### config.mk
export PLATFORM = sky130hd
export DESIGN_NAME = deser_sout
export DESIGN_NICKNAME = d
export VERILOG_FILES = /design/src/rtl/deser_sout.sv
export SDC_FILE = /design/constraint.sdc
export NUM_CORES = 1
export LEC_CHECK = 0
export ABC_AREA = 1
export CORE_UTILIZATION = 45
export DETAILED_ROUTE_END_ITERATION = 16
export GPL_ROUTABILITY_DRIVEN = 0
export PLACE_DENSITY = 0.68
export SLEW_MARGIN = 20
export SYNTH_ARGS = -nofsm -noshare
export SYNTH_HDL_FRONTEND = slang
export SYNTH_SLANG_ARGS = --single-unit
### constraint.sdc
create_clock -name CLK -period 1.5 [get_ports CLK]
set_input_delay 0.15 -clock CLK [delete_from_list [all_inputs] [get_ports CLK]]
set_output_delay 0.15 -clock CLK [all_outputs]
set_load 0.02 [all_outputs]
### src/rtl/deser_sout.sv
// deser_sout: serial-to-parallel receiver for the shift register's S_OUT.
// Assembles WIDTH-bit words (MSB- or LSB-first, chosen per word by DIR),
// optionally checks a trailing even-parity slot, and queues completed
// words in a 2-entry FIFO drained by VALID/READY.
// Ports:
//   CLK, RESET_L    clock, async active-low reset
//   ENB, DIR, S_IN  sample enable, bit order (0=MSB-first), serial data
//   CLR             synchronous clear / realign (highest priority)
//   READY           consumer accepts head word
//   Q_OUT, PAR_ERR  head word and its parity error (0 when empty)
//   VALID, COUNT    FIFO not empty, occupancy 0..2
//   OVF             sticky overflow (word dropped on full FIFO)
module deser_sout #(
  parameter int unsigned WIDTH     = 8,
  parameter int unsigned PARITY_EN = 0
) (
  input  logic             CLK,
  input  logic             RESET_L,
  input  logic             ENB,
  input  logic             DIR,
  input  logic             S_IN,
  input  logic             CLR,
  input  logic             READY,
  output logic [WIDTH-1:0] Q_OUT,
  output logic             VALID,
  output logic             PAR_ERR,
  output logic             OVF,
  output logic [1:0]       COUNT
);

  localparam int unsigned SLOTS = WIDTH + ((PARITY_EN != 0) ? 1 : 0);
  localparam int unsigned CW    = $clog2(SLOTS);
  localparam logic        PEN   = (PARITY_EN != 0);

  // Frame assembly state
  logic [CW-1:0]    r_cnt;
  logic [WIDTH-1:0] r_word;
  logic             r_dir;
  logic             r_par;

  // FIFO state
  logic [WIDTH-1:0] r_mem  [2];
  logic             r_perr [2];
  logic             r_rd_ptr;
  logic             r_wr_ptr;
  logic [1:0]       r_count;
  logic             r_ovf;

  logic             w_first;
  logic             w_last;
  logic             w_dir;
  logic [WIDTH-1:0] w_shift;
  logic             w_push;
  logic             w_pop;
  logic             w_full;
  logic             w_push_ok;
  logic [WIDTH-1:0] w_push_data;
  logic             w_push_perr;

  assign w_first = (r_cnt == '0);
  assign w_last  = (r_cnt == CW'(SLOTS - 1));
  // DIR is taken live at slot 0, then the latched copy holds for the word
  assign w_dir   = w_first ? DIR : r_dir;
  assign w_shift = w_dir ? {S_IN, r_word[WIDTH-1:1]}
                         : {r_word[WIDTH-2:0], S_IN};

  assign w_push      = ENB && w_last;
  // With parity the final slot is the parity bit, so the word is already complete
  assign w_push_data = PEN ? r_word : w_shift;
  assign w_push_perr = PEN && (r_par ^ S_IN);

  assign w_full    = (r_count == 2'd2);
  assign w_pop     = (r_count != 2'd0) && READY;
  assign w_push_ok = w_push && (!w_full || w_pop);

  // Bit counter, partial word, latched direction and running parity
  always_ff @(posedge CLK or negedge RESET_L) begin
    if (!RESET_L) begin
      r_cnt  <= '0;
      r_word <= '0;
      r_dir  <= 1'b0;
      r_par  <= 1'b0;
    end else if (CLR) begin
      r_cnt  <= '0;
      r_word <= '0;
      r_dir  <= 1'b0;
      r_par  <= 1'b0;
    end else if (ENB) begin
      if (w_last) begin
        r_cnt  <= '0;
        r_word <= '0;
        r_par  <= 1'b0;
      end else begin
        r_cnt  <= r_cnt + CW'(1);
        r_word <= w_shift;
        r_par  <= w_first ? S_IN : (r_par ^ S_IN);
      end
      if (w_first) begin
        r_dir <= DIR;
      end
    end
  end

  // Two-entry FIFO; when full with a concurrent pop, the write lands in the
  // slot being vacated (wr_ptr == rd_ptr when full)
  always_ff @(posedge CLK or negedge RESET_L) begin
    if (!RESET_L) begin
      for (int i = 0; i < 2; i++) begin
        r_mem[i]  <= '0;
        r_perr[i] <= 1'b0;
      end
      r_rd_ptr <= 1'b0;
      r_wr_ptr <= 1'b0;
      r_count  <= 2'd0;
      r_ovf    <= 1'b0;
    end else if (CLR) begin
      for (int i = 0; i < 2; i++) begin
        r_mem[i]  <= '0;
        r_perr[i] <= 1'b0;
      end
      r_rd_ptr <= 1'b0;
      r_wr_ptr <= 1'b0;
      r_count  <= 2'd0;
      r_ovf    <= 1'b0;
    end else begin
      if (w_push_ok) begin
        r_mem[r_wr_ptr]  <= w_push_data;
        r_perr[r_wr_ptr] <= w_push_perr;
        r_wr_ptr         <= ~r_wr_ptr;
      end
      if (w_pop) begin
        r_rd_ptr <= ~r_rd_ptr;
      end
      if (w_push && w_full && !w_pop) begin
        r_ovf <= 1'b1;
      end
      if (w_push_ok && !w_pop) begin
        r_count <= r_count + 2'd1;
      end else if (!w_push_ok && w_pop) begin
        r_count <= r_count - 2'd1;
      end
    end
  end

  // Outputs derived from registered FIFO state only
  assign VALID   = (r_count != 2'd0);
  assign COUNT   = r_count;
  assign OVF     = r_ovf;
  assign Q_OUT   = VALID ? r_mem[r_rd_ptr] : '0;
  assign PAR_ERR = VALID ? r_perr[r_rd_ptr] : 1'b0;

endmodule

# Word level (Yosys, flattened, before mapping)
# Index checks and enable logic that the tools add are counted.
# totals
regBits	35
input_bits	7
output_inout_bits	13
elab_cells	80
# classes
addsub	3
magnitude_cmp	3
eq_ne	2
n_mux	36
bitwise	6
n_reduce_logical	19
# ops
operator	n
8-bit two-way mux	9
16-bit two-way mux	2
16-bit bitwise mux	1
1-bit two-way mux	14
2-bit two-way mux	5
2-bit nonzero test	5
3-bit two-way mux	3
8-bit demux with 1-bit select	1
1-bit logical AND	8
2-bit >= comparator, second input constant	2
1-bit inverter with 2-bit output	2
3-bit by 1-bit adder with 3-bit output, second input constant	1
3-bit == test, second input constant	1
1-bit logical NOT	3
3-bit logical NOT	1
3-bit nonzero test	1
2-bit by 1-bit adder with 2-bit output, second input constant	1
2-bit bitwise AND	1
2-bit == test, second input constant	1
2-bit by 1-bit < comparator with 1-bit output, second input constant	1
1-bit inverter	2
2-bit inverter	1
2-bit by 1-bit subtractor with 2-bit output, second input constant	1
1-bit demux with 1-bit select	1
1-bit logical OR	1

# Depth between registers and ports, before layout
# logic_depth
ltp_word	9
ltp_mapped	9
mapped_depth_nobuf	9

# Least setup slack after synthesis
# Ideal clock, no wire load.
# synth_timing
path_type	register to output
start	register r_count[0] (netlist: COUNT[0])
end	output PAR_ERR
arrival_time_ps	1309
required_time_ps	1350
path_slack_ps	41
stages_incl_launch_ff	6
n_path_buf	1
cell_sequence	dfrtp_1 > buf_2 > nor2_2 > inv_2 > o21ai_0 > a21oi_1
# synth_via
elab_chain_len	2
# synth_lines
item	line	text
from (decl)	46	logic [1:0] r_count;
from (signal assigned)	138	r_count <= r_count + 2'd1;
from (signal assigned)	140	r_count <= r_count - 2'd1;
2-bit nonzero test	146	assign VALID = (r_count != 2'd0);
net VALID	25	output logic VALID,
1-bit two-way mux	150	assign PAR_ERR = VALID ? r_perr[r_rd_ptr] : 1'b0;
to (decl)	26	output logic PAR_ERR,
# The timed path passes the listed nets, and every way through them passes these cells.

# Final worst setup path
# layout_timing
start	register r_count[1] (netlist: COUNT[1])
end	output Q_OUT[1]
# layout_via
elab_chain_len	2
# layout_lines
item	line	text
2-bit nonzero test	146	
8-bit two-way mux	149	assign Q_OUT = VALID ? r_mem[r_rd_ptr] : '0;
to (decl)	24	output logic [WIDTH-1:0] Q_OUT,
# No other way between the ends.

==> results.json <==
{
  "status": "completed",
  "tightest_slew_ns": 0.430,
  "die_area_um2": 4080,
  "synth_top_area_share_pct": 50.9,
  "ys_seq_elements": 35,
  "worstPathArrival_ns": 1.29,
  "multi_input_area_um2": 830,
  "p_int_uw": 1410,
  "finalHoldWorstSlack_ns": 0.264,
  "final_common_cell": "nand2_1",
  "grt_pass1_wl_um": 6490,
  "ys_seq_area_share_pct": 50.9,
  "synth_area_leader_cell": "dfrtp_1",
  "diodes": 0,
  "ys_warn_count": 0,
  "drt_wl_total_um": 3700,
  "slew-limit-headroom_pct": 71.4,
  "cts_buffers": 5,
  "p_total_uw": 1960,
  "crit_path_start_kind": "register",
  "place_hpwl_um": 2700,
  "track_usage_pct": 21.1,
  "grt_antenna_before_repair": 0,
  "final_area_um2": 2210,
  "htree_levels": 2,
  "finClkSkew_ns": 0.00890,
  "core-area_um2": 3660,
  "hold_class": "in2async",
  "avgSynthCellArea_um2": 7.62,
  "clk_latency_ns": 0.29,
  "crit_type": "reg2out",
  "fp.dieW_um": 63.9,
  "clk_pin_slew_ns": 0.07,
  "wl_per_cell_um": 11.5,
  "required_ns": 1.35,
  "synth.top_cells.by_area": "dfrtp_1, nand2_1, a21oi_1",
  "ff_latch_area_um2": 876,
  "reg2reg_slack_ns": 0.10,
  "dpl_cell_area_um2": 2120,
  "cts_root_buffer": "clkbuf_8",
  "clkSinkCount": 35,
  "hold_violations": 0,
  "grt_max_degree": 36,
  "power_leakage_uw": 0.00119,
  "fin_setup_tns_ns": 0,
  "drc": 0,
  "max_freq_mhz": 695,
  "numPortBuffers": 19,
  "row_count": 22,
  "syn2layout_area_growth_pct": 28.6,
  "dp_slack_ns": -0.0257,
  "grt-ovfl-total": 0,
  "detail_route.iter0.violations": 70,
  "ant_nets": 0,
  "cp_max_fo": 3,
  "drive_gt1_share_pct": 21.5,
  "dr.pass1.iters": 4,
  "io_pins": 20,
  "start_util_pct": 47.0,
  "timing.final.crit_share_pct": 96.0,
  "min_period_ns": 1.44,
  "die_height_um": 63.9,
  "peakVddDrop_v": 0.000648,
  "power_frac_comb_pct": 16.6,
  "p_sw_share_pct": 28.0,
  "clock_power_share_pct": 33.5,
  "num_vias": 1572,
  "drv_cap": 0,
  "p_switching_uw": 549,
  "pwr_density_cell_nw_per_um2": 887,
  "crit_path_end_kind": "output port",
  "setup_viol": 0,
  "netlist_area_um2": 1720,
  "synth_cells": 226,
  "power_frac_seq_pct": 49.9,
  "via_per_inst": 4.88,
  "fill_cells": 326,
  "nets": 283,
  "ys_types": 23,
  "syn_nets": 236,
  "drv_slew": 0,
  "cts_tree": "yes",
  "cts_buffer_depth": 2,
  "final_cell_mix": "nand2_1, dfrtp_1, buf_4",
  "layout_setup_ws_ns": 0.0605,
  "grt_pass1_vias": 1539
}
## synthesized netlist by cell type
library cell and number:
ha_1 3, dfrtp_1 35, a21oi_1 11, nand3b_1 1
buf_2 1, xor2_1 1, o21ai_4 1, o21ai_1 1
nor3_1 1, nor2_1 4, nand2_4 2, nand2_1 126
nand2_2 2, nor2_2 5, nand3_1 7, nand4_1 4
inv_1 8, clkbuf_1 1, o22ai_1 1, a21boi_1 1
clkinv_1 1, inv_2 4, o21ai_0 5
## worst max-delay path, stage by stage, from the launching register on
cell and delay, ns:
dfrtp_1 0.39, nor2_4 0.07, buf_4 0.13, buf_4 0.13, a21oi_1 0.11, buf_2 0.18
## worst paths after layout
check,end,cells past startpoint,startpoint
max reg2reg,r_mem[9]$_DFFE_PN0P_,9,r_cnt[1]$_DFFE_PN0P_
max in group asynchronous,r_mem[10]$_DFFE_PN0P_,2,RESET_L
min in group CLK,r_mem[8]$_DFFE_PN0P_,2,r_mem[8]$_DFFE_PN0P_
max,Q_OUT[1],5,COUNT[1]$_DFFE_PN0P_
min,r_mem[7]$_DFFE_PN0P_,2,RESET_L
min reg2reg,r_mem[8]$_DFFE_PN0P_,2,r_mem[8]$_DFFE_PN0P_
## sequential cells by signal, summed over array words and instances (netlist names), 2 cells and up
signal / count
r_word: 8
COUNT: 2
r_mem: 16
r_cnt: 3
r_perr: 2
## cell families after synthesis
logic type,Yosys count,synth area share (%)
buf+inv,15,3.34
compound gates,20,6.69
xor+xnor,1,0.509
simple gates,152,36.4
flops,35,50.9
fa+ha+maj,3,2.18
## metrics by stage
stage,utilization [%],cells
after floorplan,-,226
final,60.5,322
after detailed placement,57.9,312
after CTS,61.0,321
after global routing,60.5,322
after global placement,57.9,312
## area by class of cell
class,instances,area share (%)
flip-flops and latches,35,39.5
inverters,13,2.26
well taps,48,2.71
clock inverters,2,0.565
repair buffers,42,14.2
clock buffers,6,3.28
multi-input cells,176,37.5
## power by group through the flow
stage / Clock (uW) / Combinational [uW] / Sequential, uW
2_1_floorplan: 0 / 153 / 999
3_3_place_gp: 0 / 301 / 995
3_5_place_dp: 0 / 304 / 997
4_1_cts: 675 / 308 / 980
5_1_grt: 718 / 362 / 983
6_report: 657 / 326 / 981
## metal layers
metal	track usage, %	wire [um]	vias to the layer above
met4	9.66	61	0
met3	3.75	148	8
met1	26.9	1730	727
li1	-	-	805
met5	0	0	-
met2	34.7	1760	32
## repair_timing
item / in CTS / in global routing
hold buffers: 0 / 0
pin swaps: 0 / 4
gates cloned: 0 / 0
hold endpoints to repair: 0 / 0
gates resized for setup: 33 / 18
endpoints found under the setup margin: 22 / 34
buffers inserted: 1 / 1
Power figures use the tool's default switching activity.
